==> config.mk <==
export PLATFORM = sky130hd
export DESIGN_NAME = xm_mem_interface
export DESIGN_NICKNAME = d
export VERILOG_FILES = /design/src/rtl/xm_pkg.sv /design/src/rtl/xm_byte_lane.sv /design/src/rtl/xm_mem_interface.sv
export SDC_FILE = /design/constraint.sdc
export NUM_CORES = 1
export LEC_CHECK = 0
export BUFFER_PORTS_ARGS = -buffer_cell sky130_fd_sc_hd__buf_2
export CORE_UTILIZATION = 35
export DETAILED_ROUTE_END_ITERATION = 6
export PLACE_DENSITY = 0.65
export SYNTH_ARGS = -nofsm -noshare
export SYNTH_HDL_FRONTEND = slang
export SYNTH_HIERARCHICAL = 1
export SYNTH_SLANG_ARGS = --single-unit
==> constraint.sdc <==
create_clock -name clk_i -period 1.65 [get_ports clk_i]
set_clock_uncertainty 0.15 [all_clocks]
set_input_delay 0.0825 -clock clk_i [delete_from_list [all_inputs] [get_ports clk_i]]
set_output_delay 0.0825 -clock clk_i [all_outputs]
set_load 0.005 [all_outputs]
==> src/rtl/xm_pkg.sv <==
// Purpose: shared types and constants for the controller / memory-interface slice.
// Latency: n/a (declarations only).
// Backpressure: n/a.
package xm_pkg;

  // Memory-interface FSM states.
  typedef enum logic [1:0] {
    IDLE = 2'd0,
    REQ  = 2'd1,
    ERR  = 2'd2
  } state_t;

  // Controller request encodings, shared so both sides agree on polarity.
  typedef enum logic {
    MEM_READ  = 1'b0,
    MEM_WRITE = 1'b1
  } mem_rw_e;

  typedef enum logic {
    ACC_WORD = 1'b0,
    ACC_BYTE = 1'b1
  } mem_size_e;

  // Byte enables: [1] = high byte, [0] = low byte.
  localparam logic [1:0] BE_WORD = 2'b11;
  localparam logic [1:0] BE_LO   = 2'b01;
  localparam logic [1:0] BE_HI   = 2'b10;

  // Read result returned when a read access is aborted.
  localparam logic [15:0] BUS_ERR_DATA = 16'hFFFF;

endpackage

==> src/rtl/xm_byte_lane.sv <==
// Purpose: byte-lane steering -- byte enables, byte write replication, read lane extraction.
// Latency: purely combinational.
// Backpressure: none; follows its inputs.
// Ports: byte_op_i/lane_i/wr_data_i describe the incoming request (be_o, wr_data_o);
//        rd_be_i is the enable pattern of the access in flight, used to pick the read lane.
module xm_byte_lane
  import xm_pkg::*;
#(
  parameter int WORD = 16
) (
  input  logic            byte_op_i,
  input  logic            lane_i,
  input  logic [WORD-1:0] wr_data_i,
  output logic [1:0]      be_o,
  output logic [WORD-1:0] wr_data_o,
  input  logic [1:0]      rd_be_i,
  input  logic [WORD-1:0] rd_data_i,
  output logic [WORD-1:0] rd_data_o
);

  always_comb begin
    be_o      = BE_WORD;
    wr_data_o = wr_data_i;
    if (byte_op_i) begin
      be_o      = lane_i ? BE_HI : BE_LO;
      // Put the byte on both lanes so the memory picks it up whichever lane is enabled.
      wr_data_o = {(WORD/8){wr_data_i[7:0]}};
    end
  end

  // The enable pattern already encodes word / low byte / high byte, so it selects the lane.
  always_comb begin
    rd_data_o = rd_data_i;
    if (rd_be_i == BE_HI) begin
      rd_data_o = {{(WORD-8){1'b0}}, rd_data_i[15:8]};
    end else if (rd_be_i == BE_LO) begin
      rd_data_o = {{(WORD-8){1'b0}}, rd_data_i[7:0]};
    end
  end

endmodule

==> src/rtl/xm_mem_interface.sv <==
// Purpose: runs one req/ack memory bus transaction per controller request, with misalign and timeout errors.
// Latency: busy from the accepting edge until the edge ack is sampled (>= 1 busy cycle); timeout after TIMEOUT cycles.
// Backpressure: requests arriving while busy are dropped, not queued; the controller holds memEn_i into IDLE.
// Ports: controller side memEn_i/memRW_i/byteOp_i/adr_i/wrData_i -> memBusy_o/rdData_o/busErr_o;
//        bus side bus_req_o/bus_we_o/bus_adr_o/bus_be_o/bus_wdata_o -> bus_rdata_i/bus_ack_i.
module xm_mem_interface
  import xm_pkg::*;
#(
  parameter int WORD    = 16,
  parameter int TIMEOUT = 15,
  parameter int CNT_W   = 4
) (
  input  logic            clk_i,
  input  logic            arst_i,
  input  logic            memEn_i,
  input  logic            memRW_i,
  input  logic            byteOp_i,
  input  logic [WORD-1:0] adr_i,
  input  logic [WORD-1:0] wrData_i,
  output logic            memBusy_o,
  output logic [WORD-1:0] rdData_o,
  output logic            busErr_o,
  output logic            bus_req_o,
  output logic            bus_we_o,
  output logic [WORD-1:0] bus_adr_o,
  output logic [1:0]      bus_be_o,
  output logic [WORD-1:0] bus_wdata_o,
  input  logic [WORD-1:0] bus_rdata_i,
  input  logic            bus_ack_i
);

  state_t          state_q;
  logic [CNT_W-1:0] cnt_q, cnt_d;
  mem_rw_e         rw_q;
  logic            busy_q, err_q, req_q, we_q;
  logic [WORD-1:0] adr_q, wdata_q, rdata_q;
  logic [1:0]      be_q;

  logic [1:0]      be_new;
  logic [WORD-1:0] wdata_new, rdata_lane;

  assign cnt_d = cnt_q + CNT_W'(1);

  xm_byte_lane #(.WORD(WORD)) u_byte_lane (
    .byte_op_i (byteOp_i),
    .lane_i    (adr_i[0]),
    .wr_data_i (wrData_i),
    .be_o      (be_new),
    .wr_data_o (wdata_new),
    .rd_be_i   (be_q),
    .rd_data_i (bus_rdata_i),
    .rd_data_o (rdata_lane)
  );

  always_ff @(posedge clk_i) begin
    if (arst_i) begin
      state_q <= IDLE;
      cnt_q   <= '0;
      rw_q    <= MEM_READ;
      busy_q  <= 1'b0;
      err_q   <= 1'b0;
      req_q   <= 1'b0;
      we_q    <= 1'b0;
      adr_q   <= '0;
      be_q    <= '0;
      wdata_q <= '0;
      rdata_q <= '0;
    end else begin
      err_q <= 1'b0;
      case (state_q)
        IDLE: begin
          if (memEn_i) begin
            rw_q   <= mem_rw_e'(memRW_i);
            busy_q <= 1'b1;
            if (byteOp_i == ACC_WORD && adr_i[0]) begin
              // Misaligned word: never reaches the bus.
              state_q <= ERR;
              err_q   <= 1'b1;
              if (memRW_i == MEM_READ) rdata_q <= WORD'(BUS_ERR_DATA);
            end else begin
              state_q <= REQ;
              cnt_q   <= '0;
              req_q   <= 1'b1;
              we_q    <= memRW_i;
              adr_q   <= {adr_i[WORD-1:1], 1'b0};
              be_q    <= be_new;
              wdata_q <= wdata_new;
            end
          end
        end
        REQ: begin
          // Ack is checked first so an ack on the timeout cycle still completes cleanly.
          if (bus_ack_i) begin
            state_q <= IDLE;
            busy_q  <= 1'b0;
            req_q   <= 1'b0;
            if (rw_q == MEM_READ) rdata_q <= rdata_lane;
          end else if (cnt_d == CNT_W'(TIMEOUT)) begin
            state_q <= ERR;
            cnt_q   <= cnt_d;
            req_q   <= 1'b0;
            err_q   <= 1'b1;
            if (rw_q == MEM_READ) rdata_q <= WORD'(BUS_ERR_DATA);
          end else begin
            cnt_q <= cnt_d;
          end
        end
        ERR: begin
          state_q <= IDLE;
          busy_q  <= 1'b0;
        end
        default: begin
          state_q <= IDLE;
          busy_q  <= 1'b0;
          req_q   <= 1'b0;
        end
      endcase
    end
  end

  assign memBusy_o   = busy_q;
  assign busErr_o    = err_q;
  assign rdData_o    = rdata_q;
  assign bus_req_o   = req_q;
  assign bus_we_o    = we_q;
  assign bus_adr_o   = adr_q;
  assign bus_be_o    = be_q;
  assign bus_wdata_o = wdata_q;

endmodule

======== Word level (Yosys, flattened, before mapping) ========
Cells that the tools add are included.
storage, ports and cells
  register bits ........................... 60
  input bits .............................. 54
  output and inout bits ................... 54
  logic and storage cells ................. 73
cells by class
  add/subtract/negate cells ............... 1
  equal/unequal tests ..................... 13
  multiplexer cells ....................... 35
  bitwise logic cells ..................... 3
  reductions and logical operators ........ 10
operators with widths
  operator             count
  $mux 16              10
  $pmux 16 s2          1
  $ne 2x2->1 const B   7
  $mux 2               6
  $mux 4               3
  $mux 1               10
  $pmux 4 s2           1
  $reduce_and 4->1     2
  $reduce_and 2->1     3
  $reduce_and 6->1     1
  $add 4x1->4 const B  1
  $eq 2x1->1 const B   2
  $eq 2x2->1 const B   2
  $eq 4x4->1 const B   1
  $pmux 1 s2           2
  $pmux 2 s2           1
  $ne 3x3->1 const B   1
  $not 1->1            3
  $pmux 1 s3           1
  $reduce_and 3->1     1
  $logic_not 2->1      1
  $reduce_bool 2->1    1
  $logic_and 1x1->1    1

======== Logic depth before layout (Yosys ltp) ========
Gate-level depths: netlist of run 1.
  depth after elaboration ................. 6
  depth in mapped cells ................... 6
  gate-level depth less buffers ........... 6

======== Cells and area by module ========
The synthesis of run 1 kept the hierarchy.
modules (own cells, without submodules)
  module            times used  cells an instance  area each (um^2)  sequential area each (um^2)
  xm_mem_interface  1           280                2336.0            1201.2
  xm_byte_lane      1           38                 369.1             0.0

======== Worst setup path after synthesis of run 1 ========
Ideal clock, no wire load.
  kind .................................... register -> register
  start point ............................. reg state_q[0]
  end point ............................... reg rdata_q[10] (netlist: rdData_o[10])
  arrival ................................. 1496 ps
  required time ........................... 1442 ps
  slack ................................... -54 ps
  cell stages (with the launch flop) ...... 6
  buffers on the path ..................... 1
  cells stage by stage .................... dfxtp_1 -> nor3b_4 -> or3b_1 -> a32oi_4 -> buf_6 -> o21a_1
on the way
  longest elaborated chain between the ends .. 3
  elaborated cells between the ends (all ways) .. 10
ends and longest elaborated chain
  item                                                  RTL line                 text
  from (decl)                                           xm_mem_interface.sv:32   state_t state_q;
  from (signal assigned)                                xm_mem_interface.sv:57   state_q <= IDLE;
  from (signal assigned)                                xm_mem_interface.sv:77   state_q <= ERR;
  from (signal assigned)                                xm_mem_interface.sv:81   state_q <= REQ;
  $eq 2x1->1 / $logic_not 2->1 (equally long branches)  xm_mem_interface.sv:70   case (state_q)
  $ne 3x3->1 (no source line) (tied with other cells)   n/a
  $reduce_and 6->1 (no source line)                     n/a
  to (signal assigned)                                  xm_mem_interface.sv:79   if (memRW_i == MEM_READ) rdata_q <= WORD'(BUS_ERR_DATA);
  to (signal assigned)                                  xm_mem_interface.sv:97   if (rw_q == MEM_READ) rdata_q <= rdata_lane;
  to (signal assigned)                                  xm_mem_interface.sv:103  if (rw_q == MEM_READ) rdata_q <= WORD'(BUS_ERR_DATA);
  to (decl)                                             xm_mem_interface.sv:36   logic [WORD-1:0] adr_q, wdata_q, rdata_q;
Parallel ways exist; a longest one is shown, timed or not.
A chain may end at the register's enable or synchronous reset.

======== Final worst setup path of run 1 ========
  start point ............................. reg cnt_q[0]
  end point ............................... reg cnt_q[1]
on the way
  longest elaborated chain between the ends .. 3
ends and longest elaborated chain
  item                    RTL line                 text
  from (decl)             xm_mem_interface.sv:33   logic [CNT_W-1:0] cnt_q, cnt_d;
  from (signal assigned)  xm_mem_interface.sv:100  cnt_q <= cnt_d;
  from (signal assigned)  xm_mem_interface.sv:105  cnt_q <= cnt_d;
  $add 4x1->4             xm_mem_interface.sv:42   assign cnt_d = cnt_q + CNT_W'(1);
  $mux 4                  xm_mem_interface.sv:93   if (bus_ack_i) begin
  $pmux 4 s2              xm_mem_interface.sv:70
Every way passes these cells. The select of a mux whose other input is x is not followed.

==> reports/results.tsv, run 1 <==
metric	value	unit
status	finished clean	
RSZ-0062 raised after global routing	yes	
largest net degree at the start of global routing	20	
Detailed Route WL	7.22	mm
1st-iter DRT viols	109	
slack of the critical path	0.0128	ns
CP Capture Type	flip-flop	
Synth area leaders	dfxtp_1 44%, a21oi_1 10%, nand2_1 10%	
Fmax	611	MHz
final slew viol count	0	
Clock Tree Root	clkbuf_8	
largest stage delay on the critical path	0.60	ns
Worst Hold Class	in2reg	
main combinational cell family by area after synthesis	simple AND/OR/NAND/NOR gates	
first-pass GRT wire length	11.8	mm
vias post-DR	2649	
fraction of the mapped netlist area in adder cells	0.925	%
Max Cap Viol	0	
Yosys Warn Count	6	
mapped cell area	2710	µm²
Synth Area in Compound Gates	18.7	%
total CTS buffers	9	
PD cells	865	nW/µm²
Tot Pwr	3.34	mW
grt ovf	0	
I/O pin cnt	108	
Bufs and invs on worst path	1	
TritonCTS clock tree	built	
setup TNS	0	ns
Tcrit/Tclk final	99.2	%
Pleak	1.83	nW
initial antenna violation count	0	
FF+latch count, synth	60	
worst rel slew slack	62.8	%
crit path time final	1.64	ns
post-DR vias/cell	4.72	
worst skew pair latency	0.32	ns
Clock H-tree levels	3	
clock sink total	60	
post-placement cell count	513	
Peak VDD IR	0.469	mV
post-synthesis async set-or-reset flop share	0	%
via count of the first global-routing pass	2636	
die width	89.9	µm
Synth Flop Type	dfxtp_1	
CP required	1.75	ns
DP HPWL	4.78	mm
per-cell routed wire length	12.9	µm
post-synthesis xor/xnor area fraction	0.324	%
Clock Path Buffers	2	
sequential area share after synthesis	44.4	%
CTS clk-pin slew, worst paths	0.06	ns
top cell type's share of synthesized area	44.4	%
final non-filler cell total	561	
Final GP Congestion	0.782	
Post-synth EDFFs	0	
CP Max Fanout	5	
area growth from synthesis to layout	42.7	%
cell chain of the critical path	inv_1, ha_1, or4b_2, a21oi_1	
final hold viol count	0	
Synth Instances	318	
# nets final	515	
total die area	8080	µm²
final setup violation count	0	
core footprint	7370	µm²
Row Count	31	
multiplexer share of the synthesized area	8.14	%
simple-gate share of the synthesized area	18.8	%
pre-CTS setup slack	-0.0596	ns
IO buf count	106	
Die H	89.9	µm
Synth Net Count	374	
Critical Path Start Type	flip-flop	
post-synthesis cell type count	41	
final core occ	52.4	%
most frequent cell after synthesis	nand2_1	
top cells by count, synth	72 x nand2_1, 60 x dfxtp_1, 55 x a21oi_1	
# diodes	0	
drt pass-1 iters	4	
share of post-route cells with drive strength above 1	36.1	%
Slowest-stage cell, CP	or4b_2	
Least-Margin Pin Slew	0.553	ns
CP delay by family, top	simple AND/OR/NAND/NOR gates	
Final ANT Viol Nets	0	
Residual DRC	0	
CP arrival	1.74	ns
Crit Path Category	reg2reg	
largest area contributor in the netlist	dfxtp_1	
initial core utilization	36.7	%
GRT Resource Usage Total	18.1	%
Avg Synthesized Cell Area	8.51	µm²
cell type report:
cell class	count	area [µm²]
Tap cell	99	124
Multi-Input combinational cell	211	1290
Timing Repair Buffer	158	1020
Sequential cell	60	1210
Inverter	19	71.3
Clock inverter	3	15.0
Clock buffer	11	141
Fill cell	713	3510
metrics by stage:
| step | hold WS, ns | cell area, µm² |
|---|---|---|
| 5_1_grt | 0.0200 | 3860 |
| 4_1_cts | 0.00332 | 3840 |
| 6_report | 0.0111 | 3860 |
| 3_3_place_gp | 0.172 | 3350 |
| 3_5_place_dp | 0.180 | 3350 |
| 2_1_floorplan | 0.0685 | 2710 |
cells in the final DEF, fill, tap and decap left out, drive strengths merged:
| cell | synthesis | layout |
|---|---|---|
| and3b | 1 | 1 |
| nor3b | 3 | 3 |
| and2 | 11 | 11 |
| dlygate4sd3 | 0 | 33 |
| buf | 16 | 125 |
| o21a | 17 | 17 |
| nor3 | 3 | 3 |
| a32oi | 1 | 1 |
| nand2 | 72 | 72 |
| a41oi | 1 | 1 |
| nand3b | 2 | 2 |
| xnor2 | 1 | 1 |
| mux2i | 1 | 1 |
| a21boi | 1 | 1 |
| or3b | 1 | 1 |
| a311oi | 1 | 1 |
| nand2b | 3 | 3 |
| nor2 | 5 | 5 |
| nor2b | 3 | 3 |
| o211ai | 1 | 1 |
| inv | 19 | 19 |
| dfxtp | 60 | 60 |
| conb | 1 | 1 |
| or4b | 1 | 1 |
| a31oi | 1 | 1 |
| a21oi | 55 | 55 |
| a211oi | 2 | 2 |
| clkbuf | 12 | 11 |
| nand3 | 1 | 1 |
| mux2 | 16 | 16 |
| o31ai | 1 | 1 |
| clkinv | 0 | 3 |
| ha | 2 | 2 |
| o21ai | 3 | 3 |
metal layers:
layer | GRT usage (%) | part of all wire [%] | vias up
met1 | 21.1 | 45 | 1227
met4 | 10.2 | 2.0 | 0
met2 | 30.6 | 48 | 84
met5 | 0 | 0 | -
met3 | 4.06 | 5.2 | 12
li1 | - | - | 1326
logic make-up (layout without fill, tap and decap cells):
kind of cell | count (synthesis) | count (layout)
AOI/OAI and AO/OA | 84 | 84
xor gates and xnor gates | 1 | 1
adders and majority gates | 2 | 2
buffers and inverters | 47 | 191
DFF | 60 | 60
muxes | 17 | 17
other | 1 | 1
and+or+nand+nor | 106 | 106
registers in the layout, summed over array words and instances, names as in the netlist:
register and flops:
bus_wdata_o 16, bus_be_o 2, rdData_o 16, memBusy_o 1, state_q 2, bus_req_o 1, rw_q 1, busErr_o 1
bus_adr_o 15, bus_we_o 1, cnt_q 4
worst paths after layout:
path                                            startpoint                      endpoint  slack, ns  cells after the start
worst min-delay path                          wrData_i[15]  bus_wdata_o[15]$_SDFFE_PP0P_       0.01                      4
worst max register to register       cnt_q[0]$_SDFFE_PP0P_         cnt_q[1]$_SDFFE_PP0P_       0.01                      4
worst max-delay path                 cnt_q[0]$_SDFFE_PP0P_         cnt_q[1]$_SDFFE_PP0P_       0.01                      4
worst min register to register  bus_adr_o[11]$_SDFFE_PP0P_    bus_adr_o[11]$_SDFFE_PP0P_       0.30                      2
repair_timing:
item | in CTS | in global routing
gates resized for setup | 2 | 3
setup endpoints to repair | 16 | 21
hold buffers | 33 | 0
buffers inserted | 0 | 1
gates cloned | 0 | 0
endpoints found under the hold margin | 34 | 0
worst register-to-register path, stage by stage (launching register included):
cell and delay, ns:
dfxtp_2 0.36, inv_1 0.05, ha_1 0.27, or4b_2 0.60
a21oi_1 0.15
report_power, final:
group	switching [mW]	internal, mW
Sequential	0.0536	1.55
Clock	0.528	0.561
Combinational	0.304	0.345
Total	0.885	2.45
Power figures use the tool's default switching activity.
==> run 2: changes to the inputs <==
Settings changed: SYNTH_HIERARCHICAL 1 to not set.
==> reports/results.tsv, run 2 <==
metric	value	unit
RSZ-0062 raised after global routing	yes	
Tcrit/Tclk final	118	%
GRT Max-Usage Layer	met2	
IO buf count	106	
cell chain of the critical path	or3b_4, or3_4, buf_12, a221o_1, a31oi_1	
Die H	89.3	µm
CP arrival	2.05	ns
TritonCTS clock tree	built	
Storage cell area	1210	µm²
top cells by count, synth	63 x nand2_1, 60 x dfxtp_1, 47 x nor2_1	
total CTS buffers	9	
1st-iter DRT viols	105	
die width	89.3	µm
Post-synth EDFFs	0	
most frequent cell after synthesis	nand2_1	
via count of the first global-routing pass	2764	
CTS clk-pin slew, worst paths	0.07	ns
hold wc startpoint	bus_rdata_i[4]	
Fmax	512	MHz
FF+latch count, synth	60	
largest stage delay on the critical path	0.39	ns
met3 usage	6.93	%
Worst Hold Class	in2reg	
Filler Cells Inserted	681	
CP Capture Type	flip-flop	
final setup violation count	16	
largest area contributor in the netlist	dfxtp_1	
drt pass-1 iters	4	
vias post-DR	2945	
Synth Instances	326	
RR Endpoint	rdData_o[6]$_SDFFE_PP0P_	
post-synthesis cell type count	36	
Pleak	1.86	nW
reg2reg path depth	5	
WHS Endpoint	rdData_o[4]$_SDFFE_PP0P_	
M2 GR Usage	36.6	%
CP Max Fanout	30	
final core occ	56.1	%
DP HPWL	5.12	mm
initial antenna violation count	0	
Final ANT Viol Nets	0	
Synth Flop Type	dfxtp_1	
final hold viol count	0	
total die area	7970	µm²
post-DR vias/cell	5.03	
status	complete, but fails checks	
sequential area share after synthesis	45.0	%
met1 global-route usage	22.9	%
Least-Margin Pin Slew	0.687	ns
most frequent cells in the layout	106 x buf_2, 63 x nand2_1, 56 x dfxtp_1	
Crit Path Category	reg2reg	
worst hold margin	0.0606	ns
failing checks	setup timing	
Detailed Route WL	8.04	mm
largest net degree at the start of global routing	37	
core footprint	7290	µm²
worst skew pair latency	0.32	ns
Final GP Congestion	0.784	
Synth Net Count	382	
GRT Resource Usage Total	20.3	%
# nets final	538	
r2r setup slk	-0.30	ns
area growth from synthesis to layout	53.5	%
crit path time final	1.95	ns
Yosys Warn Count	0	
Worst R2R Start	state_q[1]$_SDFFE_PP0P_	
top cell type's share of synthesized area	45.0	%
pre-CTS setup slack	-0.308	ns
Row Count	31	
final slew viol count	0	
clock sink total	60	
Synth area leaders	dfxtp_1 45%, nand2_1 8.9%, nor2_1 6.6%	
grt ovf	0	
commonest non-fill, non-tap cell in the layout	buf_2	
per-cell routed wire length	13.7	µm
first-pass GRT wire length	12.4	mm
Worst Hold Depth	4	
Clock Tree Root	clkbuf_8	
postcts setup bufs	0	
Clock Path Buffers	2	
setup TNS	-4.54	ns
Slowest-stage cell, CP	or3b_4	
Max Cap Viol	0	
post-synthesis async set-or-reset flop share	0	%
Critical Path Start Type	flip-flop	
slack of the critical path	-0.303	ns
Avg Synthesized Cell Area	8.18	µm²
Tot Pwr	3.76	mW
share of post-route cells with drive strength above 1	32.9	%
I/O pin cnt	108	
initial core utilization	36.6	%
Residual DRC	0	
mapped cell area	2670	µm²
# diodes	0	
PD cells	918	nW/µm²
CP required	1.75	ns
Peak VDD IR	0.669	mV
worst rel slew slack	54.2	%
area occupied by multi-input gates	1370	µm²
Clock H-tree levels	3	
run 2: changes by cell type after synthesis, moves of 15 or more:
cell,delta
a31oi_1,+16
mux2i_1,+15
o21a_1,-17
a21oi_1,-22
nor2_1,+42
inv_1,-17
a221o_1,+16
run 2: worst max-delay path, delay by kind of cell (launching register included):
| family | cells | cell delay [ns] |
|---|---|---|
| buffers and inverters | 1 | 0.17 |
| DFF | 1 | 0.32 |
| and+or+nand+nor | 2 | 0.77 |
| AOI/OAI and AO/OA | 2 | 0.46 |
run 2: layer usage:
layer / up-vias / part of all wire, %
met5: - / 0
li1: 1456 / -
met2: 132 / 49
met4: 0 / 0.73
met1: 1349 / 43
met3: 8 / 7.7
run 2: worst max path at each step:
stage / startpoint / end / cells after the start
final: state_q[1]$_SDFFE_PP0P_ / rdData_o[6]$_SDFFE_PP0P_ / 5
after global routing: state_q[1]$_SDFFE_PP0P_ / rdData_o[7]$_SDFFE_PP0P_ / 5
after CTS: state_q[1]$_SDFFE_PP0P_ / rdData_o[7]$_SDFFE_PP0P_ / 5
after detailed placement: state_q[1]$_SDFFE_PP0P_ / rdData_o[7]$_SDFFE_PP0P_ / 5
after global placement: state_q[1]$_SDFFE_PP0P_ / rdData_o[0]$_SDFFE_PP0P_ / 5
after floorplan: state_q[0]$_SDFFE_PP0P_ / rdData_o[12]$_SDFFE_PP0P_ / 6
run 2: timing repair:
item	CTS	global route
endpoints found under the setup margin	20	54
pin swaps	0	3
hold buffers	41	1
gates resized for setup	3	12
endpoints found under the hold margin	46	2
run 2: logic make-up after synthesis:
family | Yosys count | share of synthesized area [%]
and+or+nand+nor | 131 | 20.9
buffers and inverters | 30 | 5.25
AOI/OAI and AO/OA | 85 | 21.4
xor gates and xnor gates | 1 | 0.328
adders and majority gates | 2 | 0.938
DFF | 60 | 45.0
muxes | 16 | 6.00
other | 1 | 0.141
run 2: layout make-up:
| type | instances | share of cell area [%] |
|---|---|---|
| Clock buffer | 11 | 3.45 |
| Clock inverter | 4 | 1.80 |
| Inverter | 2 | 0.183 |
| Multi-Input combinational cell | 236 | 33.6 |
| Sequential cell | 60 | 29.5 |
| Tap cell | 99 | 3.03 |
| Timing Repair Buffer | 173 | 28.5 |
run 2: report_power, final:
group	internal (mW)	switching (mW)
Combinational	0.366	0.341
Clock	0.884	0.568
Sequential	1.54	0.0554
run 2: per-stage QoR:
step,cells,instance area [µm²]
2_1_floorplan,326,2670
3_3_place_gp,528,3400
3_5_place_dp,528,3400
4_1_cts,584,4040
5_1_grt,585,4090
6_report,585,4090
